`src/rtl/multicycle_control_pkg.sv`:
```
// multicycle_control_pkg: state codes, opcodes and mux/ALU encodings shared by the control and datapath
package multicycle_control_pkg;
  typedef enum logic [3:0] {
    FETCH    = 4'd0,
    DECODE   = 4'd1,
    MEM_ADDR = 4'd2,
    MEM_RD   = 4'd3,
    MEM_WB   = 4'd4,
    MEM_WR   = 4'd5,
    R_EX     = 4'd6,
    R_WB     = 4'd7,
    BRANCH   = 4'd8,
    JUMP     = 4'd9,
    ADDI_EX  = 4'd10,
    ADDI_WB  = 4'd11,
    TRAP     = 4'd12
  } state_t;
  localparam logic [5:0] OP_R    = 6'b000000;
  localparam logic [5:0] OP_LW   = 6'b100011;
  localparam logic [5:0] OP_SW   = 6'b101011;
  localparam logic [5:0] OP_BEQ  = 6'b000100;
  localparam logic [5:0] OP_BNE  = 6'b000101;
  localparam logic [5:0] OP_J    = 6'b000010;
  localparam logic [5:0] OP_ADDI = 6'b001000;
  localparam logic [1:0] ALU_ADD   = 2'b00;
  localparam logic [1:0] ALU_SUB   = 2'b01;
  localparam logic [1:0] ALU_FUNCT = 2'b10;
  localparam logic [1:0] SRCB_REG  = 2'b00;
  localparam logic [1:0] SRCB_ONE  = 2'b01;
  localparam logic [1:0] SRCB_SEXT = 2'b10;
  localparam logic [1:0] SRCB_SHL2 = 2'b11;
  localparam logic [1:0] PC_ALU    = 2'b00;
  localparam logic [1:0] PC_ALUOUT = 2'b01;
  localparam logic [1:0] PC_JUMP   = 2'b10;
endpackage

```
`src/rtl/multicycle_control.sv`:
```
// multicycle_control: Moore FSM sequencing a multicycle MIPS datapath, with trap flag and retire counter
module multicycle_control
  import multicycle_control_pkg::*;
(
  input  logic        clk,
  input  logic        rst,
  input  logic [5:0]  opcode,
  input  logic        zero,
  input  logic        memReady,
  output logic        pcWrite,
  output logic        iorD,
  output logic        memRead,
  output logic        memWrite,
  output logic        irWrite,
  output logic        memToReg,
  output logic        regDst,
  output logic        regWrite,
  output logic        aluSrcA,
  output logic [1:0]  aluSrcB,
  output logic [1:0]  ALUOp,
  output logic [1:0]  pcSource,
  output logic [3:0]  state,
  output logic        illegalOp,
  output logic [31:0] instrCount
);
  state_t cur, nxt;
  logic pw, iw, mr, mw, rw, retire;
  assign state = cur;
  always_comb begin
    nxt = FETCH;
    pw = 1'b0;
    iw = 1'b0;
    mr = 1'b0;
    mw = 1'b0;
    rw = 1'b0;
    iorD = 1'b0;
    memToReg = 1'b0;
    regDst = 1'b0;
    aluSrcA = 1'b0;
    aluSrcB = SRCB_REG;
    ALUOp = ALU_ADD;
    pcSource = PC_ALU;
    case (cur)
      FETCH: begin
        mr = 1'b1;
        aluSrcB = SRCB_ONE;
        pw = memReady;
        iw = memReady;
        nxt = memReady ? DECODE : FETCH;
      end
      DECODE: begin
        aluSrcB = SRCB_SHL2;
        nxt = (opcode == OP_R) ? R_EX :
              (opcode == OP_LW || opcode == OP_SW) ? MEM_ADDR :
              (opcode == OP_BEQ || opcode == OP_BNE) ? BRANCH :
              (opcode == OP_J) ? JUMP :
              (opcode == OP_ADDI) ? ADDI_EX : TRAP;
      end
      MEM_ADDR: begin
        aluSrcA = 1'b1;
        aluSrcB = SRCB_SEXT;
        nxt = (opcode == OP_LW) ? MEM_RD : MEM_WR;
      end
      MEM_RD: begin
        mr = 1'b1;
        iorD = 1'b1;
        nxt = memReady ? MEM_WB : MEM_RD;
      end
      MEM_WB: begin
        rw = 1'b1;
        memToReg = 1'b1;
      end
      MEM_WR: begin
        mw = 1'b1;
        iorD = 1'b1;
        nxt = memReady ? FETCH : MEM_WR;
      end
      R_EX: begin
        aluSrcA = 1'b1;
        ALUOp = ALU_FUNCT;
        nxt = R_WB;
      end
      R_WB: begin
        rw = 1'b1;
        regDst = 1'b1;
      end
      BRANCH: begin
        aluSrcA = 1'b1;
        ALUOp = ALU_SUB;
        pcSource = PC_ALUOUT;
        pw = (opcode == OP_BNE) ? !zero : zero;
      end
      JUMP: begin
        pcSource = PC_JUMP;
        pw = 1'b1;
      end
      ADDI_EX: begin
        aluSrcA = 1'b1;
        aluSrcB = SRCB_SEXT;
        nxt = ADDI_WB;
      end
      ADDI_WB: rw = 1'b1;
      TRAP: nxt = TRAP;
      default: nxt = FETCH;
    endcase
  end
  // Write strobes are suppressed during reset so the datapath cannot be corrupted
  assign pcWrite  = pw & !rst;
  assign irWrite  = iw & !rst;
  assign memRead  = mr & !rst;
  assign memWrite = mw & !rst;
  assign regWrite = rw & !rst;
  assign retire = (nxt == FETCH) &&
                  (cur == MEM_WB || cur == MEM_WR || cur == R_WB ||
                   cur == ADDI_WB || cur == BRANCH || cur == JUMP);
  always_ff @(posedge clk) begin
    if (rst) begin
      cur <= FETCH;
      illegalOp <= 1'b0;
      instrCount <= 32'd0;
    end else begin
      cur <= nxt;
      if (nxt == TRAP) illegalOp <= 1'b1;
      if (retire) instrCount <= instrCount + 32'd1;
    end
  end
endmodule
```
`config.mk`:
```
export PLATFORM = sky130hd
export DESIGN_NAME = multicycle_control
export DESIGN_NICKNAME = d
export VERILOG_FILES = /design/src/rtl/multicycle_control_pkg.sv /design/src/rtl/multicycle_control.sv
export SDC_FILE = /design/constraint.sdc
export NUM_CORES = 1
export LEC_CHECK = 0
export ABC_AREA = 1
export CAP_MARGIN = 10
export CORE_MARGIN = 2
export CORE_UTILIZATION = 38
export CTS_CLUSTER_DIAMETER = 50
export CTS_CLUSTER_SIZE = 8
export DETAILED_ROUTE_END_ITERATION = 16
export PLACE_DENSITY = 0.65
export SYNTH_ARGS = -nofsm -noshare
export SYNTH_HDL_FRONTEND = slang
export SYNTH_SLANG_ARGS = --single-unit
```
`constraint.sdc`:
```
create_clock -name clk -period 4.5 [get_ports clk]
set_clock_uncertainty 0.2 [all_clocks]
set_input_delay 1.125 -clock clk [delete_from_list [all_inputs] [get_ports clk]]
set_output_delay 1.125 -clock clk [all_outputs]
set_load 0.01 [all_outputs]
```
# --- Word-level counts from Yosys, hierarchy flattened ---
# Cells that the tools add are included.
classes:
  n_addsub: 1
  n_eq_ne: 19
  mux: 23
  bitwise: 5
  reduce_logical: 18
op_table:
  columns: ["cell", "count"]
  rows:
  - ["$add A32 B1 Y32 const B", 1]
  - ["$pmux W4 S8", 1]
  - ["$eq A4 B4 Y1 const B", 6]
  - ["$mux W3", 6]
  - ["$eq A4 B3 Y1 const B", 4]
  - ["$eq A6 B3 Y1 const B", 2]
  - ["$eq A6 B6 Y1 const B", 2]
  - ["$mux W1", 10]
  - ["$eq A4 B2 Y1 const B", 2]
  - ["$logic_not A4 Y1", 2]
  - ["$mux W4", 2]
  - ["$pmux W2 S2", 2]
  - ["$logic_or A1 B1 Y1", 7]
  - ["$eq A6 B2 Y1 const B", 1]
  - ["$eq A6 B4 Y1 const B", 1]
  - ["$logic_not A6 Y1", 1]
  - ["$pmux W2 S3", 1]
  - ["$reduce_or A2 Y1", 3]
  - ["$and A1 B1 Y1", 5]
  - ["$eq A4 B1 Y1 const B", 1]
  - ["$reduce_or A4 Y1", 1]
  - ["$pmux W1 S3", 1]
  - ["$reduce_or A3 Y1", 1]
  - ["$logic_not A1 Y1", 2]
  - ["$logic_and A1 B1 Y1", 1]
totals:
  ff_bits: 37
  inputBits: 10
  output_inout_bits: 52
  word_cells: 69

# --- Longest topological paths before layout ---
depth:
  word_depth: 9
  ltp_mapped: 11

# --- Worst setup path after synthesis ---
# No wires, ideal clock.
synth_timing:
  path_kind: "input -> output"
  from: "input port opcode[5]"
  to: "output port pcWrite"
  t_arrival_ns: 1.827
  required_ns: 3.175
  setup_slack_ns: 1.348
  stages: 5
  path_buffers: 0
  path_cell_list: "nor2_1 -> nand3_1 -> nor2_1 -> o21ai_0 -> a31oi_1"
synth_between:
  elab_chain_cells: 4
synth_rtl:
  columns: ["element", "line_no", "source"]
  rows:
  - ["start, declared", "multicycle_control.sv:7", "input logic [5:0] opcode,"]
  - ["$eq A6 B3 Y1", "multicycle_control.sv:91", "pw = (opcode == OP_BNE) ? !zero : zero;"]
  - ["$mux W1", "multicycle_control.sv:91", null]
  - ["$pmux W1 S3", "multicycle_control.sv:43", "case (cur)"]
  - ["$and A1 B1 Y1", "multicycle_control.sv:108", "assign pcWrite = pw & !rst;"]
  - ["end, declared", "multicycle_control.sv:10", "output logic pcWrite,"]
# No other way between the ends.

# --- Worst setup path in the final report ---
# Ends and elaborated chain as after synthesis.

==> reports/metrics.csv <==
metric,value,unit
Worst-path clk slew,0.09,ns
DRC,0,
clock tree buffer depth,2,
Post-CTS Hold Buffers,0,
synthesized area per cell,5.73,um2
Nets,548,
Yosys warning count,0,
P_int,0.481,mW
# rows,31,
switching power,0.219,mW
placed wire-length estimate after detailed placement,6.09,mm
"Cell Area, Synth",2760,um2
Die W,89.2,um
post-CTS sizing,0,
sequential power share,48.2,%
Synthesized Nets,492,
first-pass GRT wire length,13.7,mm
DIE AREA,7950,um2
wire per inst,12.7,um
CTS tree,done,
RSZ-0062 raised after global routing,no,
share of layout cells above drive strength 1,5.02,%
"flops & latches, synth",37,
H-tree level count,2,
setup_tns,0,ns
Leakage,1.28,nW
Root Buffer,clkbuf_8,
Max Freq,0.240,GHz
CP max FO,4,
Yosys cell types,24,
final worst-path cycle share,92.7,%
final wirelength,8.11,mm
fillers,787,
antenna violations before repair,0,
share of total power in combinational logic,17.4,%
hold slack,0.263,ns
pwr/cell area,200,nW/um2
PortBufs,61,
Num Clock Sinks,37,
first-iteration detailed-routing DRC count,172,
largest net degree at the start of global routing,37,
clock latency on the worst-skew pair,0.30,ns
Syn-to-layout area delta,27.3,%
Pre-antenna DRT Iters,5,
DR vias/cell,5.05,
Setup crit start kind,input port,
WP data arrival,2.85,ns
Final Wtd Congestion,0.894,
Max Transition Viols Final,0,
Tmin final,4.17,ns
"Seq/Total Area, Yosys",26.9,%
slew of the pin with the lowest slew margin,0.564,ns
status,finished clean,
I/O Pins,62,
die height,89.2,um
n_diodes,0,
Max Cap Viol,0,
synthesized instance count,481,
worst-case headroom to the max-slew limit,62.4,%
Post-CTS Setup Bufs,0,
vias in the first global route,3080,
CORE AREA,7140,um2
Peak supply drop,0.0886,mV
Post-DRT Antenna Nets,0,
Hold WC Path Type,reg2reg,
total track usage,21.6,%
final setup fails,0,
Inserted Clock Buffers,5,
clock share of power,34.5,%
Setup Crit Path Kind,in2out,
Crit path required time,3.17,ns
via count,3217,
switching share of power,31.3,%
Critical Path End Type,primary output,
total grt overflow,0,
Initial Util,38.6,%
Hold Fails Final Rpt,0,
[state kept, by name (all words and copies together) (netlist names)]
name / cells
illegalOp: 1
state: 4
instrCount: 32
[synth_stat cells]
cell type    n  area (um2)
buf_4        3        22.5
nor3_1       1        5.00
o21ai_0      6        30.0
nand3_4      1        17.5
nand3_1     35         175
nor2_4       4        45.0
dfxtp_1     37         741
nor2_1      80         300
clkbuf_1     5        18.8
xnor2_1      3        26.3
nand4_1     17         106
nand2_2      1        6.26
a31oi_1      3        18.8
buf_6        2        22.5
nor3_4       1        16.3
nand2_1    178         668
ha_1         1        12.5
buf_2        4        20.0
inv_2        5        18.8
xor2_1       4        35.0
nand3b_1    15         113
a21oi_1     34         170
inv_1       36         135
nor2_2       5        31.3
[logic make-up (layout without fill, tap and decap cells)]
logic type                 after synthesis  count (layout)  share of synthesized area [%]
AOI/OAI and AO/OA                       43              43                           7.95
xor gates and xnor gates                 7               7                           2.23
adders and majority gates                1               1                          0.454
buffers and inverters                   55             112                           8.63
DFF                                     37              37                           26.9
and+or+nand+nor                        338             338                           53.9
[stage by stage]
step / cell area, um2 / worst slack, ns / total power [mW] / cells / utilization [%]
after floorplan: 2760 / 1.35 / 0.422 / 481 / -
after CTS: 3510 / 0.322 / 0.706 / 637 / 49.1
final: 3510 / 0.329 / 0.700 / 637 / 49.1
after global placement: 3420 / 0.391 / 0.467 / 629 / 47.9
after global routing: 3510 / 0.209 / 0.735 / 637 / 49.1
after detailed placement: 3420 / 0.345 / 0.468 / 629 / 47.9
[metal layers]
metal  routed length [um]  share of wire, %  GRT usage (%)  vias to the layer above
met5                    0                 0              0                        -
met4                  206               2.5           8.01                        0
met3                  540               6.7           4.52                       17
met2                 3830                47           37.2                      112
met1                 3530                44           26.5                     1432
li1                     -                 -              -                     1656
[layout make-up]
type | instances | area, um2 | share of cell area (%)
clock inverters | 3 | 17.5 | 0.499
repair buffers | 63 | 626 | 17.8
flip-flops and latches | 37 | 741 | 21.1
inverters | 41 | 154 | 4.39
multi-input cells | 389 | 1780 | 50.7
well taps | 99 | 124 | 3.53
clock buffers | 5 | 68.8 | 1.96
[worst max-delay path: stages]
cell and delay, ns:
clkdlybuf4s50_1 0.42, nor2_1 0.24, nand3_1 0.14, nor2_1 0.14, o21ai_0 0.09, a31oi_1 0.14, clkdlybuf4s50_1 0.56
[placed cells by master (no fill, tap or decap)]
| master | synthesis | final |
|---|---|---|
| nand2_1 | 178 | 178 |
| nor2_1 | 80 | 80 |
| clkdlybuf4s50_1 | 0 | 61 |
| dfxtp_1 | 37 | 37 |
| inv_1 | 36 | 36 |
| nand3_1 | 35 | 35 |
| a21oi_1 | 34 | 34 |
| nand4_1 | 17 | 17 |
| nand3b_1 | 15 | 15 |
| o21ai_0 | 6 | 6 |
| inv_2 | 5 | 5 |
| nor2_2 | 5 | 5 |
| clkbuf_8 | 0 | 5 |
| nor2_4 | 4 | 4 |
| xor2_1 | 4 | 4 |
| a31oi_1 | 3 | 3 |
| xnor2_1 | 3 | 3 |
| clkinv_2 | 0 | 2 |
| buf_4 | 3 | 2 |
| nor3_4 | 1 | 1 |
| nand2_2 | 1 | 1 |
| nand3_4 | 1 | 1 |
| nor3_1 | 1 | 1 |
| ha_1 | 1 | 1 |
| clkinvlp_4 | 0 | 1 |
[power by group through the flow]
| stage | clock [mW] | combinational (mW) | sequential [mW] |
|---|---|---|---|
| after floorplan | 0 | 0.0770 | 0.345 |
| after global placement | 0 | 0.122 | 0.345 |
| after detailed placement | 0 | 0.123 | 0.345 |
| after CTS | 0.246 | 0.123 | 0.337 |
| after global routing | 0.263 | 0.134 | 0.338 |
| final | 0.241 | 0.122 | 0.337 |
[worst paths after layout]
check            start              to  slack (ns)  cells after the start
max          opcode[5]         pcWrite        0.33                      7
min          illegalOp       illegalOp        0.26                      2
max reg2reg   state[3]  instrCount[25]        2.19                      7
min reg2reg  illegalOp       illegalOp        0.26                      2
Power figures use the tool's default switching activity.
